`config.mk`:
```
export PLATFORM = sky130hd
export DESIGN_NAME = voice_allocator
export DESIGN_NICKNAME = d
export VERILOG_FILES = /design/src/rtl/voice_alloc_pkg.sv /design/src/rtl/voice_select.sv /design/src/rtl/voice_allocator.sv
export SDC_FILE = /design/constraint.sdc
export NUM_CORES = 1
export LEC_CHECK = 0
export BUFFER_PORTS_ARGS = -buffer_cell sky130_fd_sc_hd__buf_2
export CAP_MARGIN = 20
export CELL_PAD_IN_SITES_DETAIL_PLACEMENT = 1
export CELL_PAD_IN_SITES_GLOBAL_PLACEMENT = 1
export CORE_ASPECT_RATIO = 0.75
export CORE_MARGIN = 3
export CORE_UTILIZATION = 25
export DETAILED_ROUTE_END_ITERATION = 6
export PLACE_DENSITY_LB_ADDON = 0.12
export RECOVER_POWER = 100
export SLEW_MARGIN = 5
export SYNTH_ARGS = -nofsm -noshare
export SYNTH_HDL_FRONTEND = slang
export SYNTH_SLANG_ARGS = --single-unit
```
`constraint.sdc`:
```
create_clock -name CLOCK_50 -period 6.4 [get_ports CLOCK_50]
set_input_delay 1.92 -clock CLOCK_50 [delete_from_list [all_inputs] [get_ports CLOCK_50]]
set_output_delay 1.92 -clock CLOCK_50 [all_outputs]
set_load 0.02 [all_outputs]
```
`src/rtl/voice_alloc_pkg.sv`:
```
// Shared types and helpers for the voice allocator.
//   NOTE_W        width of a note number (MIDI-style 0..127)
//   BASE_NOTE_DEF default note number of key 0 at octave 0
//   KEY_W         width of a stored key index (up to 16 keys)
//   note_t, key_t note / key scalar types
//   evt_t         one note event: {valid, on, note, key}
//   key_to_note   key index + octave offset -> note number
package voice_alloc_pkg;

    localparam int NOTE_W        = 7;
    localparam int BASE_NOTE_DEF = 48;
    localparam int KEY_W         = 4;

    typedef logic [NOTE_W-1:0] note_t;
    typedef logic [KEY_W-1:0]  key_t;

    typedef struct packed {
        logic  valid;
        logic  on;
        note_t note;
        key_t  key;
    } evt_t;

    function automatic note_t key_to_note(input key_t key, input logic [1:0] octave,
                                          input note_t base);
        return base + note_t'(octave) * note_t'(12) + note_t'(key);
    endfunction

endpackage

```
`src/rtl/voice_select.sv`:
```
// Combinational voice picker.
//   voice_gate  in   current gate per voice
//   ages        in   packed per-voice ages, voice v at [IDX_W*v +: IDX_W]
//   free_idx    out  lowest-index voice whose gate is 0
//   free_found  out  1 when at least one voice is free
//   steal_idx   out  voice with the largest age (oldest assignment)
module voice_select #(
    parameter int N_VOICES = 4,
    parameter int IDX_W    = 2
) (
    input  logic [N_VOICES-1:0]       voice_gate,
    input  logic [N_VOICES*IDX_W-1:0] ages,
    output logic [IDX_W-1:0]          free_idx,
    output logic                      free_found,
    output logic [IDX_W-1:0]          steal_idx
);

    logic [IDX_W-1:0] best_age;

    always_comb begin
        free_idx   = '0;
        free_found = 1'b0;
        for (int unsigned v = 0; v < N_VOICES; v++) begin
            if (!voice_gate[v] && !free_found) begin
                free_found = 1'b1;
                free_idx   = IDX_W'(v);
            end
        end
    end

    // Ages form a permutation of 0..N_VOICES-1, so the maximum is unique.
    always_comb begin
        best_age  = ages[IDX_W-1:0];
        steal_idx = '0;
        for (int unsigned v = 1; v < N_VOICES; v++) begin
            if (ages[v*IDX_W +: IDX_W] > best_age) begin
                best_age  = ages[v*IDX_W +: IDX_W];
                steal_idx = IDX_W'(v);
            end
        end
    end

endmodule

```
`src/rtl/voice_allocator.sv`:
```
// Polyphony scheduler in front of the tone-generator voice bank.
// Key presses (GPIO_0, SW=0) or UART note events (SW=1) become note-on/off
// commands that claim and free one of N_VOICES voices.
//   CLOCK_50    in   system clock, rising edge
//   reset       in   synchronous, active-high
//   GPIO_0      in   debounced key levels, 1=pressed
//   octave_sel  in   octave offset applied when a press is served
//   SW          in   source select: 0=GPIO keys, 1=UART events
//   uart_valid  in   uart_data holds an event
//   uart_data   in   [7]=on/off, [6:0]=note number
//   uart_ready  out  event accepted when uart_valid && uart_ready
//   voice_note  out  note per voice, voice v at [7v+6:7v]
//   voice_gate  out  1=voice sounding
//   voice_full  out  all voices gated
// Build option: define VOICE_STEAL_EN to steal the oldest voice when none is
// free; otherwise such an event is dropped.
module voice_allocator
    import voice_alloc_pkg::*;
#(
    parameter int N_VOICES  = 4,
    parameter int N_KEYS    = 12,
    parameter int BASE_NOTE = BASE_NOTE_DEF
) (
    input  logic                       CLOCK_50,
    input  logic                       reset,
    input  logic [N_KEYS-1:0]          GPIO_0,
    input  logic [1:0]                 octave_sel,
    input  logic                       SW,
    input  logic                       uart_valid,
    input  logic [7:0]                 uart_data,
    output logic                       uart_ready,
    output logic [NOTE_W*N_VOICES-1:0] voice_note,
    output logic [N_VOICES-1:0]        voice_gate,
    output logic                       voice_full
);

    localparam int IDX_W = $clog2(N_VOICES);

`ifdef VOICE_STEAL_EN
    localparam logic STEAL_EN = 1'b1;
`else
    localparam logic STEAL_EN = 1'b0;
`endif

    logic [N_KEYS-1:0]         gpio_q, press_pend, rel_pend;
    logic [N_KEYS-1:0]         rise, fall, served_press, served_rel;
    logic [N_KEYS-1:0]         press_nx, rel_nx, cancel;
    logic                      sw_q, flush;
    note_t                     note_r [N_VOICES];
    key_t                      key_r  [N_VOICES];
    logic [IDX_W-1:0]          age_r  [N_VOICES];
    logic [N_VOICES-1:0]       gate_r, gate_nx;
    logic [N_VOICES*IDX_W-1:0] ages_flat;
    evt_t                      evt;
    logic                      match_found;
    logic [IDX_W-1:0]          match_idx;
    logic [IDX_W-1:0]          free_idx, steal_idx, victim, victim_age;
    logic                      free_found, do_alloc, do_free;

    // A source change costs one cycle in which everything is cleared.
    assign flush = (SW != sw_q);
    assign rise  = GPIO_0 & ~gpio_q;
    assign fall  = ~GPIO_0 & gpio_q;

    // Event mux: UART passes straight through; GPIO serves releases before
    // presses, lowest key first.
    always_comb begin
        evt          = '0;
        served_rel   = '0;
        served_press = '0;
        if (SW) begin
            evt.valid = uart_valid && uart_ready;
            evt.on    = uart_data[7];
            evt.note  = uart_data[6:0];
        end else if (|rel_pend) begin
            for (int unsigned k = 0; k < N_KEYS; k++) begin
                if (rel_pend[k] && !evt.valid) begin
                    evt.valid     = 1'b1;
                    evt.key       = key_t'(k);
                    served_rel[k] = 1'b1;
                end
            end
        end else begin
            for (int unsigned k = 0; k < N_KEYS; k++) begin
                if (press_pend[k] && !evt.valid) begin
                    evt.valid       = 1'b1;
                    evt.on          = 1'b1;
                    evt.key         = key_t'(k);
                    evt.note        = key_to_note(key_t'(k), octave_sel, note_t'(BASE_NOTE));
                    served_press[k] = 1'b1;
                end
            end
        end
    end

    // Pending masks after this cycle; a press and release on the same key cancel.
    always_comb begin
        press_nx = (press_pend & ~served_press) | rise;
        rel_nx   = (rel_pend & ~served_rel) | fall;
        cancel   = press_nx & rel_nx;
        press_nx = press_nx & ~cancel;
        rel_nx   = rel_nx & ~cancel;
    end

    // GPIO voices are matched by key so an octave change while held cannot
    // orphan them; UART voices are matched by note.
    always_comb begin
        match_found = 1'b0;
        match_idx   = '0;
        for (int unsigned v = 0; v < N_VOICES; v++) begin
            if (gate_r[v] && !match_found &&
                (SW ? (note_r[v] == evt.note) : (key_r[v] == evt.key))) begin
                match_found = 1'b1;
                match_idx   = IDX_W'(v);
            end
        end
    end

    always_comb begin
        ages_flat = '0;
        for (int unsigned v = 0; v < N_VOICES; v++)
            ages_flat[v*IDX_W +: IDX_W] = age_r[v];
    end

    voice_select #(
        .N_VOICES (N_VOICES),
        .IDX_W    (IDX_W)
    ) u_select (
        .voice_gate (gate_r),
        .ages       (ages_flat),
        .free_idx   (free_idx),
        .free_found (free_found),
        .steal_idx  (steal_idx)
    );

    assign victim   = free_found ? free_idx : steal_idx;
    assign do_alloc = evt.valid && evt.on && !match_found && (free_found || STEAL_EN);
    assign do_free  = evt.valid && !evt.on && match_found;

    always_comb begin
        gate_nx    = gate_r;
        victim_age = '0;
        for (int unsigned v = 0; v < N_VOICES; v++) begin
            if (IDX_W'(v) == victim)
                victim_age = age_r[v];
            if (do_alloc && IDX_W'(v) == victim)
                gate_nx[v] = 1'b1;
            if (do_free && IDX_W'(v) == match_idx)
                gate_nx[v] = 1'b0;
        end
    end

    always_ff @(posedge CLOCK_50) begin
        if (reset) begin
            gpio_q     <= '0;
            press_pend <= '0;
            rel_pend   <= '0;
            sw_q       <= 1'b0;
            uart_ready <= 1'b0;
            gate_r     <= '0;
            voice_full <= 1'b0;
            for (int unsigned v = 0; v < N_VOICES; v++) begin
                note_r[v] <= '0;
                key_r[v]  <= '0;
                age_r[v]  <= IDX_W'(v);
            end
        end else if (flush) begin
            sw_q       <= SW;
            gpio_q     <= '0;
            press_pend <= '0;
            rel_pend   <= '0;
            uart_ready <= 1'b0;
            gate_r     <= '0;
            voice_full <= 1'b0;
        end else begin
            uart_ready <= SW;
            if (!SW) begin
                gpio_q     <= GPIO_0;
                press_pend <= press_nx;
                rel_pend   <= rel_nx;
            end
            // Newly assigned voice becomes youngest; only voices younger than
            // its previous age move up, keeping ages a permutation.
            for (int unsigned v = 0; v < N_VOICES; v++) begin
                if (do_alloc) begin
                    if (IDX_W'(v) == victim) begin
                        note_r[v] <= evt.note;
                        key_r[v]  <= evt.key;
                        age_r[v]  <= '0;
                    end else if (age_r[v] < victim_age) begin
                        age_r[v]  <= age_r[v] + IDX_W'(1);
                    end
                end
            end
            gate_r     <= gate_nx;
            voice_full <= &gate_nx;
        end
    end

    always_comb begin
        voice_note = '0;
        for (int unsigned v = 0; v < N_VOICES; v++)
            voice_note[v*NOTE_W +: NOTE_W] = note_r[v];
    end

    assign voice_gate = gate_r;

endmodule

```
Word-level counts from Yosys, hierarchy flattened:

Memory sizes are Yosys's and may differ from the RTL's.
Index checks and enable logic that the tools add are counted.

* memories: 3
* output and inout bits: 34
* register bits after elaboration: 43
* logic and storage cells: 371
* bits in read-only memories: 0
* RAM bits: 52
* bits in latches: 0

* divide/modulo/power cells: 0
* add/subtract/negate cells: 16
* multiplexer cells: 209
* $lt $le $gt $ge: 7
* reductions and logical operators: 83
* multiply operators: 1
* equal/unequal tests: 15
* bitwise operators: 30
* shifts and indexed selects: 0

Memory list
* note_r: words 4, bits a word 7, read ports 4, clocked after memory_dff 0, wr ports 4, line voice_allocator.sv:49 `note_t note_r [N_VOICES];`
* key_r: words 4, bits a word 4, read ports 4, clocked after memory_dff 0, wr ports 4, line voice_allocator.sv:50 `key_t key_r [N_VOICES];`
* age_r: words 4, bits a word 2, read ports 4, clocked after memory_dff 0, wr ports 4, line voice_allocator.sv:51 `logic [IDX_W-1:0] age_r [N_VOICES];`

Operators by type and width (count)
* 2-to-1 mux 13 bit: 34
* 2-to-1 mux 1 bit: 128
* bitwise AND 12 bit: 7
* 2-to-1 mux 4 bit: 16
* inverter 12 bit: 5
* 2-to-1 mux 12 bit: 4
* logical AND 1 bit: 46
* 2-to-1 mux 2 bit: 21
* logical NOT 1 bit: 32
* adder 7 x 3 -> 7 bit, second input constant: 4
* adder 7 x 4 -> 7 bit, second input constant: 4
* equality test 7 bit: 4
* 2-to-1 mux 7 bit: 4
* bitwise OR 12 bit: 2
* equality test 4 bit: 4
* bitwise OR 1 bit: 16
* adder 7 x 2 -> 7 bit, second input constant: 2
* OR reduction 12 bit: 1
* 2-to-1 mux 9 bit: 1
* adder 2 x 1 -> 2 bit, second input constant: 4
* equality test 2 bit, first input constant: 4
* less-than comparator 2 bit: 4
* 2-to-1 mux 8 bit: 1
* adder 6 x 6 -> 7 bit, first input constant: 1
* 8 further kinds: 12

Longest topological paths before layout:

Gate-level depths: netlist of run 1.

* depth in word-level cells: 85
* gate-level depth with buffers: 24

By module:

Synthesis of run 1 repeated with hierarchy kept, for this count alone.

* cells, all modules: 662
* area, all modules: 6050.8 µm²

By module, submodules not included
* voice_allocator: times used 1, seq. area each 2422.3 µm², cells each 628, area an instance 5794.3 µm²
* voice_select: times used 1, seq. area each 0.0 µm², cells each 34, area an instance 256.5 µm²

Least setup slack after synthesis of run 1:

Ideal clock, no wire load.

* kind: in2reg
* start point: input port SW
* end point: memory age_r[2][0], enable pin
* data arrival time: 4.869 ns
* stages on the path: 11
* path buffers: 2
* path slack: 1.278 ns
* cells stage by stage: buf_2 -> nor3_1 -> and3_1 -> clkbuf_1 -> a31oi_2 -> xnor2_1 -> or4_1 -> and4bb_2 -> and3_4 -> a21o_1 -> or2_1

RTL lines
* start, declared: line voice_allocator.sv:28 `input logic SW,`
* end, declared: line voice_allocator.sv:51

==> results of run 1 <==
area by class of cell:
cell class / instances / share of cell area, %
inverter: 31 / 1.77
timing repair buffer: 69 / 4.92
multi-input combinational: 481 / 45.9
tap: 294 / 5.61
clock inverter: 7 / 1.49
sequential: 95 / 36.9
clock buffer: 9 / 3.43
worst max-delay path, cell delays in order:
cell and delay [ns]:
sky130_fd_sc_hd__clkbuf_1 0.19, sky130_fd_sc_hd__nor3_1 0.26, sky130_fd_sc_hd__buf_4 0.19, sky130_fd_sc_hd__and4_1 0.54
sky130_fd_sc_hd__a21boi_1 0.24, sky130_fd_sc_hd__or2_0 0.47, sky130_fd_sc_hd__xnor2_1 0.22, sky130_fd_sc_hd__nor4_1 0.76
sky130_fd_sc_hd__and4bb_2 0.35, sky130_fd_sc_hd__and3_4 0.17, sky130_fd_sc_hd__a21o_1 0.37, sky130_fd_sc_hd__or2_0 0.33
cell usage in the layout, fill, tap and decap left out, drive strengths merged, types with 3 or more instances in the layout:
master	count
nor2	108
edfxtp	52
clkbuf	45
dfxtp	43
nand2	42
o21ai	40
a21oi	37
inv	35
buf	33
xnor2	26
nor3	19
ha	18
nand3	17
mux2i	14
xor2	11
and2	10
and3	9
nor4	9
nand2b	8
nor2b	8
nand4	8
a22oi	7
a21o	7
or4	6
or2	6
nor3b	5
o211ai	4
o22ai	4
a31oi	4
o41ai	3
and4	3
o211a	3
or3	3
a211oi	3
a2111oi	3
o2bb2ai	3
a21boi	3
final timing paths:
| kind | start | end | slack [ns] | depth (start not counted) |
|---|---|---|---|---|
| worst max-delay path | SW | age_r[1][1]$_SDFFCE_PN0P_ | 0.51 | 12 |
| worst min-delay path | gpio_q[4]$_SDFFE_PP0N_ | gpio_q[4]$_SDFFE_PP0N_ | 0.50 | 2 |
| worst max register to register | rel_pend[4]$_SDFFE_PP0N_ | age_r[1][1]$_SDFFCE_PN0P_ | 1.66 | 10 |
| worst min register to register | gpio_q[4]$_SDFFE_PP0N_ | gpio_q[4]$_SDFFE_PP0N_ | 0.50 | 2 |
registers in the layout (all words and copies together) (netlist names):
name / cells
voice_full: 1
uart_ready: 1
age_r: 8
key_r: 16
voice_gate: 4
rel_pend: 12
press_pend: 12
sw_q: 1
note_r: 28
gpio_q: 12
power by group:
group | internal (W) | leakage (nW) | switching, W | total, W
Clock | 0.000317 | 0.159 | 0.000279 | 0.000596
Sequential | 0.000665 | 0.876 | 0.0000249 | 0.000689
Combinational | 0.0000983 | 1.43 | 0.000184 | 0.000282
Total | 0.00108 | 2.47 | 0.000488 | 0.00157
per-layer routing:
metal	vias up	wire [um]	track usage [%]
met2	101	7950	23.6
li1	2399	-	-
met4	0	297	4.39
met5	-	0	0
met1	2455	10200	23.3
met3	18	819	3.08
per-stage QoR:
stage | hold slack, ns | total power (W) | setup slack, ns | utilization (%)
floorplan | 0.463 | 0.000888 | 1.28 | -
global placement | 0.480 | 0.000985 | 0.307 | 28.3
detailed placement | 0.490 | 0.000991 | 0.240 | 28.4
CTS | 0.508 | 0.00160 | 0.618 | 29.8
global route | 0.544 | 0.00165 | 0.211 | 29.5
finish | 0.503 | 0.00157 | 0.509 | 29.5
kinds of logic (layout without fill, tap and decap cells):
kind of cell | Yosys count | after routing | share of synthesized area (%)
flops | 95 | 95 | 42.6
simple gates | 266 | 266 | 24.0
xor+xnor | 37 | 37 | 5.70
mux | 14 | 14 | 2.46
fa+ha+maj | 18 | 18 | 3.96
buf+inv | 60 | 116 | 4.18
compound gates | 146 | 146 | 17.1
==> results.txt, run 1 <==
----------------------------------------------------
[Status]
  Run status ... finished with violations
  Violated checks ... capacitance limit, slew limit

[Synth]
  Commonest cells in the synthesized netlist ... sky130_fd_sc_hd__nor2_1 (107), sky130_fd_sc_hd__edfxtp_1 (52), sky130_fd_sc_hd__dfxtp_1 (43), sky130_fd_sc_hd__nand2_1 (42), sky130_fd_sc_hd__o21ai_0 (39)
  Post-Syn Nets ... between 600 and 700
  FF+latch count, synth ... 95
  Mapped cell area ... between 5000 and 6000 sq um
  Number of warnings issued by yosys ... 0
  Post-synthesis async set-or-reset flop share ... 0%
  Avg Synthesized Cell Area ... around 8.9 sq um
  Flip-flop cell with the highest count after synthesis ... sky130_fd_sc_hd__edfxtp_1
  Library cell with the highest instance count after synthesis ... sky130_fd_sc_hd__nor2_1
  Top cell type by total area after synthesis ... sky130_fd_sc_hd__edfxtp_1
  Top cells by area in the synthesized netlist ... sky130_fd_sc_hd__edfxtp_1 (27%), sky130_fd_sc_hd__dfxtp_1 (15%), sky130_fd_sc_hd__nor2_1 (7.1%)
  Count of flip-flops with a built-in enable after synthesis ... 52
  Number of different library cells in the post-synthesis netlist ... 73
  Sequential fraction of the synthesis area ... 42.6%
  Yosys top cell area share ... about 27%
  Cells after Synth ... roughly 640

[Placement]
  Number of placed cells counting well taps ... 970
  Last weighted congestion value of the routability-driven placer ... a little under 0.8
  Sum of net half-perimeters after detailed placement ... between 10000 and 15000 um
  PortBufs ... 59
  Standard cell area after detailed placement ... between 6000 and 7000 sq um

[Layout]
  Sequential cell area ... between 2000 and 2500 sq um
  Final layout net count ... 731
  Final cell count without fillers ... between 900 and 1000
  Fraction of layout instances using a drive strength above 1 ... about a tenth
  Antenna diodes ... 0
  Area of the multi-input gates ... roughly 3000 sq um
  Area delta synth->final ... 15.4%
  Final instance area ... between 6000 and 7000 sq um
  Layout filler cell count ... around 2600

[Die]
  Total core area ... between 20000 and 25000 sq um
  Site row count ... 47
  Die span in x ... between 150 and 200 um
  Die outline area ... between 20000 and 25000 sq um
  Initial standard-cell utilization of the core ... between 20% and 30%
  Count of pins on the block boundary ... 60
  Die height ... ~140 um

[Critical path]
  Critical path type ... in -> reg
  Arrival time of data at the critical path endpoint ... 6.01 ns
  Critical Path Start Type ... primary input
  Highest net fanout along the worst path ... 12
  Nature of the critical path endpoint ... register
  Worst EP required ... roughly 6.5 ns

[Timing]
  Worst Tran Pin Value ... about 1.7 ns
  Count of pins over their slew limit ... 34
  Setup violation total in the final timing report ... 0
  Period Utilization, post-route ... ~92%
  Maximum operating frequency ... between 150 and 200 MHz
  Max_slew headroom ... -13.4%
  Clk_skew ... between 0.01 and 0.015 ns
  Hold Vio Cnt, Final ... 0
  Setup repair after global routing missed its margin ... false
  Accumulated negative setup slack ... 0 ns
  Clock period minus final worst setup slack ... approximately 6 ns

[Clocking]
  Clock tree from TritonCTS ... yes
  Number of CTS-inserted buffers ... 9
  Clock root buffer master ... sky130_fd_sc_hd__clkbuf_16
  Clock latency reported for the late side of the worst-skew pair ... between 0.3 and 0.4 ns
  Clk sink count ... 95
  Maximum level of the CTS H-tree ... 3
  Hold Buf Count CTS ... 0
  Clk buf depth ... 2
  Clk slew on worst S/H paths ... about 0.080 ns
  Post-CTS sizing ... 0
  # Post-CTS Setup Buffers ... 0

[Global route]
  Global Route Usage Sum ... around 16%
  Antenna violations before repair ... 0
  Wire length of the first global-routing pass ... 30100 um
  Vias in the first global route ... around 5000
  Remaining global-route overflow ... 0
  Largest net degree at the start of global routing ... 52

[Route]
  Detailed Routing Iterations Pass 1 ... 4
  Overall routed net length ... 19200 um
  Mean routed wirelength per cell ... between 15 and 20 um
  Via/cell ratio ... 5.04
  Detailed-route via count ... around 5000
  DRC marker count from the first detailed-route iteration ... 362
  Count of antenna-violating nets left after detailed routing ... 0
  DRC ... 0

[Hold path]
  Hold/Removal Path Class ... reg -> reg

[Flow run]
  Number of maximum-capacitance violations ... 1

[Power]
  Reported leakage power ... 2.47 nW
  Maximum VDD drop ... 125 uV
  Pwr per Cell Area ... around 240 nW/um^2

----------------------------------------------------
Note: power is estimated with default switching activity, not from simulation.
==> run 2, diff against run 1 <==
--- a/config.mk
+++ b/config.mk
@@ -18,4 +18,5 @@
 export SLEW_MARGIN = 5
 export SYNTH_ARGS = -nofsm -noshare
 export SYNTH_HDL_FRONTEND = slang
+export SYNTH_HIERARCHICAL = 1
 export SYNTH_SLANG_ARGS = --single-unit
==> results.txt, run 2 <==
----------------------------------------------------
[Critical path]
  Launching element of the worst setup path ... SW
  Nature of the critical path endpoint ... register
  Critical Path Start Type ... primary input
  Critical path type ... in -> reg
  Worst EP required ... 6.46 ns (-0.05 ns)
  Highest net fanout along the worst path ... 16 (+4)
  Arrival time of data at the critical path endpoint ... 5.82 ns (-0.19 ns)
  Startpoint of the worst-slack reg-to-reg timing path ... age_r[1][1]$_SDFFCE_PN0P_

[Timing]
  Hold Vio Cnt, Final ... 0 (unchanged)
  Period Utilization, post-route ... 90.0% (-2.0 points)
  Maximum operating frequency ... 174 MHz (+2.3%)
  Clk_skew ... 0.0113 ns (-0.00182 ns)
  Accumulated negative setup slack ... 0 ns (unchanged)
  Clock period minus final worst setup slack ... 5.76 ns (-0.131 ns)
  Worst Tran Pin Value ... 1.73 ns (+0.0298 ns)
  Count of pins over their slew limit ... 35 (+2.9%)
  Final setup slack of the worst path ... 0.640 ns (+0.131 ns)
  Setup repair after global routing missed its margin ... false
  Setup violation total in the final timing report ... 0 (unchanged)
  Max_slew headroom ... -15.4% (-2.0 points)

[Layout]
  Fraction of layout instances using a drive strength above 1 ... 10.1% (+0.27 points)
  Flip-flop count of the largest register, all copies and words added ... 28 (unchanged)
  Area delta synth->final ... 12.5%
  Final layout net count ... 752 (+2.9%)
  Leading registers by flop count ... note_r (28), key_r (16)
  Commonest cells after routing, fill and taps aside ... sky130_fd_sc_hd__nor2_1 (70), sky130_fd_sc_hd__nor3_1 (63), sky130_fd_sc_hd__edfxtp_1 (52)
  Commonest non-fill, non-tap cell in the layout ... sky130_fd_sc_hd__nor2_1
  Antenna diodes ... 0 (unchanged)
  Most flops, register ... note_r

[Route]
  Detailed-route via count ... 5330 (+7.2%)
  Detailed Routing Iterations Pass 1 ... 4 (unchanged)
  DRC ... 0 (unchanged)
  Count of antenna-violating nets left after detailed routing ... 0 (unchanged)
  Via/cell ratio ... 5.26 (+4.3%)
  Overall routed net length ... 21100 um (+9.5%)
  Mean routed wirelength per cell ... 20.8 um (+6.6%)
  DRC marker count from the first detailed-route iteration ... 389 (+7.5%)

[Global route]
  Remaining global-route overflow ... 0 (unchanged)
  Global routing usage on met3 ... 3.02% (-0.064 points)
  Wire length of the first global-routing pass ... 33000 um (+9.7%)
  Largest net degree at the start of global routing ... 45 (-13%)
  Highest-utilization routing layer at the global route stage ... met1
  Antenna violations before repair ... 1 (+1)
  Global Route Usage Sum ... 16.3% (+0.50 points)
  Met1 demand-to-capacity share in global routing ... 25.7% (+2.4 points)
  Vias in the first global route ... 5377 (+6.5%)
  Met2 global-route usage ... 22.7% (-0.91 points)

[Flow run]
  Number of maximum-capacitance violations ... 1 (unchanged)

[Synth]
  Count of flip-flops with a built-in enable after synthesis ... 52 (unchanged)
  FF+latch count, synth ... 95 (unchanged)
  Flip-flop cell with the highest count after synthesis ... sky130_fd_sc_hd__edfxtp_1
  Avg Synthesized Cell Area ... 9.14 sq um (+2.2%)
  Yosys top cell area share ... 25.8% (-1.7 points)
  Number of different library cells in the post-synthesis netlist ... 77 (+5.5%)
  Top cell type by total area after synthesis ... sky130_fd_sc_hd__edfxtp_1
  Post-synthesis async set-or-reset flop share ... 0% (unchanged)
  Cells after Synth ... 662 (+4.1%)
  Post-Syn Nets ... 706 (+3.8%)
  Sequential fraction of the synthesis area ... 40.0% (-2.6 points)
  Number of warnings issued by yosys ... 6 (+6)
  Library cell with the highest instance count after synthesis ... sky130_fd_sc_hd__nor2_1
  Mapped cell area ... 6050 sq um (+6.4%)
  Commonest cells in the synthesized netlist ... sky130_fd_sc_hd__nor2_1 (70), sky130_fd_sc_hd__edfxtp_1 (52), sky130_fd_sc_hd__nor3_1 (49), sky130_fd_sc_hd__dfxtp_1 (43), sky130_fd_sc_hd__o21ai_0 (43)
  Top cells by area in the synthesized netlist ... sky130_fd_sc_hd__edfxtp_1 (26%), sky130_fd_sc_hd__dfxtp_1 (14%), sky130_fd_sc_hd__nor2_1 (4.3%)

[Clocking]
  Clock latency reported for the late side of the worst-skew pair ... 0.37 ns (about the same)
  # Post-CTS Setup Buffers ... 0 (unchanged)
  Post-CTS sizing ... 0 (unchanged)
  Clk sink count ... 95 (unchanged)
  Clock root buffer master ... sky130_fd_sc_hd__clkbuf_16
  Maximum level of the CTS H-tree ... 3 (unchanged)
  Clk buf depth ... 2 (unchanged)
  Clock tree from TritonCTS ... yes
  Number of CTS-inserted buffers ... 9 (unchanged)
  Clk slew on worst S/H paths ... 0.07 ns (about the same)
  Hold Buf Count CTS ... 0 (unchanged)

[Placement]
  PortBufs ... 59 (unchanged)
  Last weighted congestion value of the routability-driven placer ... 0.804 (+3.0%)
  Sum of net half-perimeters after detailed placement ... 15900 um (+7.1%)
  Post-placement worst setup slack ... 0.638 ns (+0.398 ns)

[Die]
  Total core area ... 23400 sq um (+5.4%)
  Site row count ... 48 (+2.1%)
  Die height ... 141 um (+3.0%)
  Die outline area ... 26100 sq um (+6.2%)
  Initial standard-cell utilization of the core ... 25.8% (+0.26 points)
  Count of pins on the block boundary ... 60 (unchanged)
  Die span in x ... 186 um (+3.1%)

[Status]
  Run status ... finished with violations
  Violated checks ... capacitance limit, slew limit

[Power]
  Reported leakage power ... 2.47 nW (about the same)
  Pwr per Cell Area ... 231 nW/um^2 (-3.4%)
  Maximum VDD drop ... 121 uV (-3.2%)

[Hold path]
  Hold/Removal Path Class ... reg -> reg
  Origin of the worst min-delay path ... gpio_q[7]$_SDFFE_PP0N_

----------------------------------------------------
-- run 2: changes by cell type in the layout (fill, tap and decap cells not counted), sizes merged, moves of 5 or more --
cell | before | now
a32oi | 1 | 8
nand3 | 17 | 6
nor2 | 108 | 71
nand2b | 8 | 13
and2 | 10 | 2
nand2 | 42 | 34
a22oi | 7 | 14
and3 | 9 | 0
o221ai | 1 | 7
a21oi | 37 | 32
inv | 35 | 43
xnor2 | 26 | 21
nor3 | 19 | 65
-- run 2: metrics by stage --
step / util, % / instance area (sq um) / hold WS [ns] / total power (W) / std cells
2_1_floorplan: - / 6050 / 0.463 / 0.000922 / 662
3_3_place_gp: 28.4 / 6640 / 0.483 / 0.00102 / 997
3_5_place_dp: 28.4 / 6640 / 0.489 / 0.00103 / 997
4_1_cts: 29.6 / 6940 / 0.507 / 0.00160 / 1013
5_1_grt: 29.1 / 6810 / 0.552 / 0.00165 / 1013
6_report: 29.1 / 6810 / 0.496 / 0.00157 / 1013
-- run 2: cell type report --
class	instances	area [sq um]
timing repair buffer	71	344
clock buffer	9	225
clock inverter	7	72.6
multi-input combinational	492	3220
tap	300	375
inverter	39	146
fill	2720	16600
sequential	95	2420
-- run 2: report_power, final --
part / switching, W / internal [W] / total (W)
registers: 0.0000274 / 0.000665 / 0.000692
clock network: 0.000288 / 0.000278 / 0.000566
logic: 0.000205 / 0.000108 / 0.000313
-- run 2: worst paths after layout --
kind | end | slack (ns) | depth (start not counted)
max reg2reg | age_r[2][1]$_SDFFCE_PN1P_ | 1.16 | 20
min reg2reg | gpio_q[7]$_SDFFE_PP0N_ | 0.50 | 2
max | key_r[1][3]$_SDFFCE_PN0P_ | 0.64 | 13
min | gpio_q[7]$_SDFFE_PP0N_ | 0.50 | 2
-- run 2: kinds of logic (layout without fill, tap and decap cells) --
family | Yosys count | in the layout | share of synthesized area (%)
adder cells (fa/ha/maj) | 18 | 18 | 3.72
AO/OA/AOI/OAI | 168 | 168 | 19.5
buffers and inverters | 75 | 126 | 5.50
flip-flops | 95 | 95 | 40.0
multiplexers | 17 | 17 | 3.04
AND/OR/NAND/NOR | 256 | 256 | 23.4
XOR/XNOR | 33 | 33 | 4.78
-- run 2: critical path, cell delays in order --
cell and delay [ns]:
sky130_fd_sc_hd__buf_2 0.22, sky130_fd_sc_hd__or3_1 0.46, sky130_fd_sc_hd__nor4_1 0.29, sky130_fd_sc_hd__clkbuf_1 0.63
sky130_fd_sc_hd__o211a_1 0.38, sky130_fd_sc_hd__o221ai_1 0.16, sky130_fd_sc_hd__nand4_1 0.21, sky130_fd_sc_hd__nor3_1 0.16
sky130_fd_sc_hd__nor3_4 0.28, sky130_fd_sc_hd__and4_1 0.38, sky130_fd_sc_hd__nand2_1 0.23, sky130_fd_sc_hd__o21ai_0 0.23
sky130_fd_sc_hd__buf_4 0.25
-- run 2: routing by layer --
metal  wire length [um]  part of all wire (%)
met1              11000                    52
met2               8550                    41
met3               1240                   5.9
met4                264                   1.3
met5                  7                 0.033
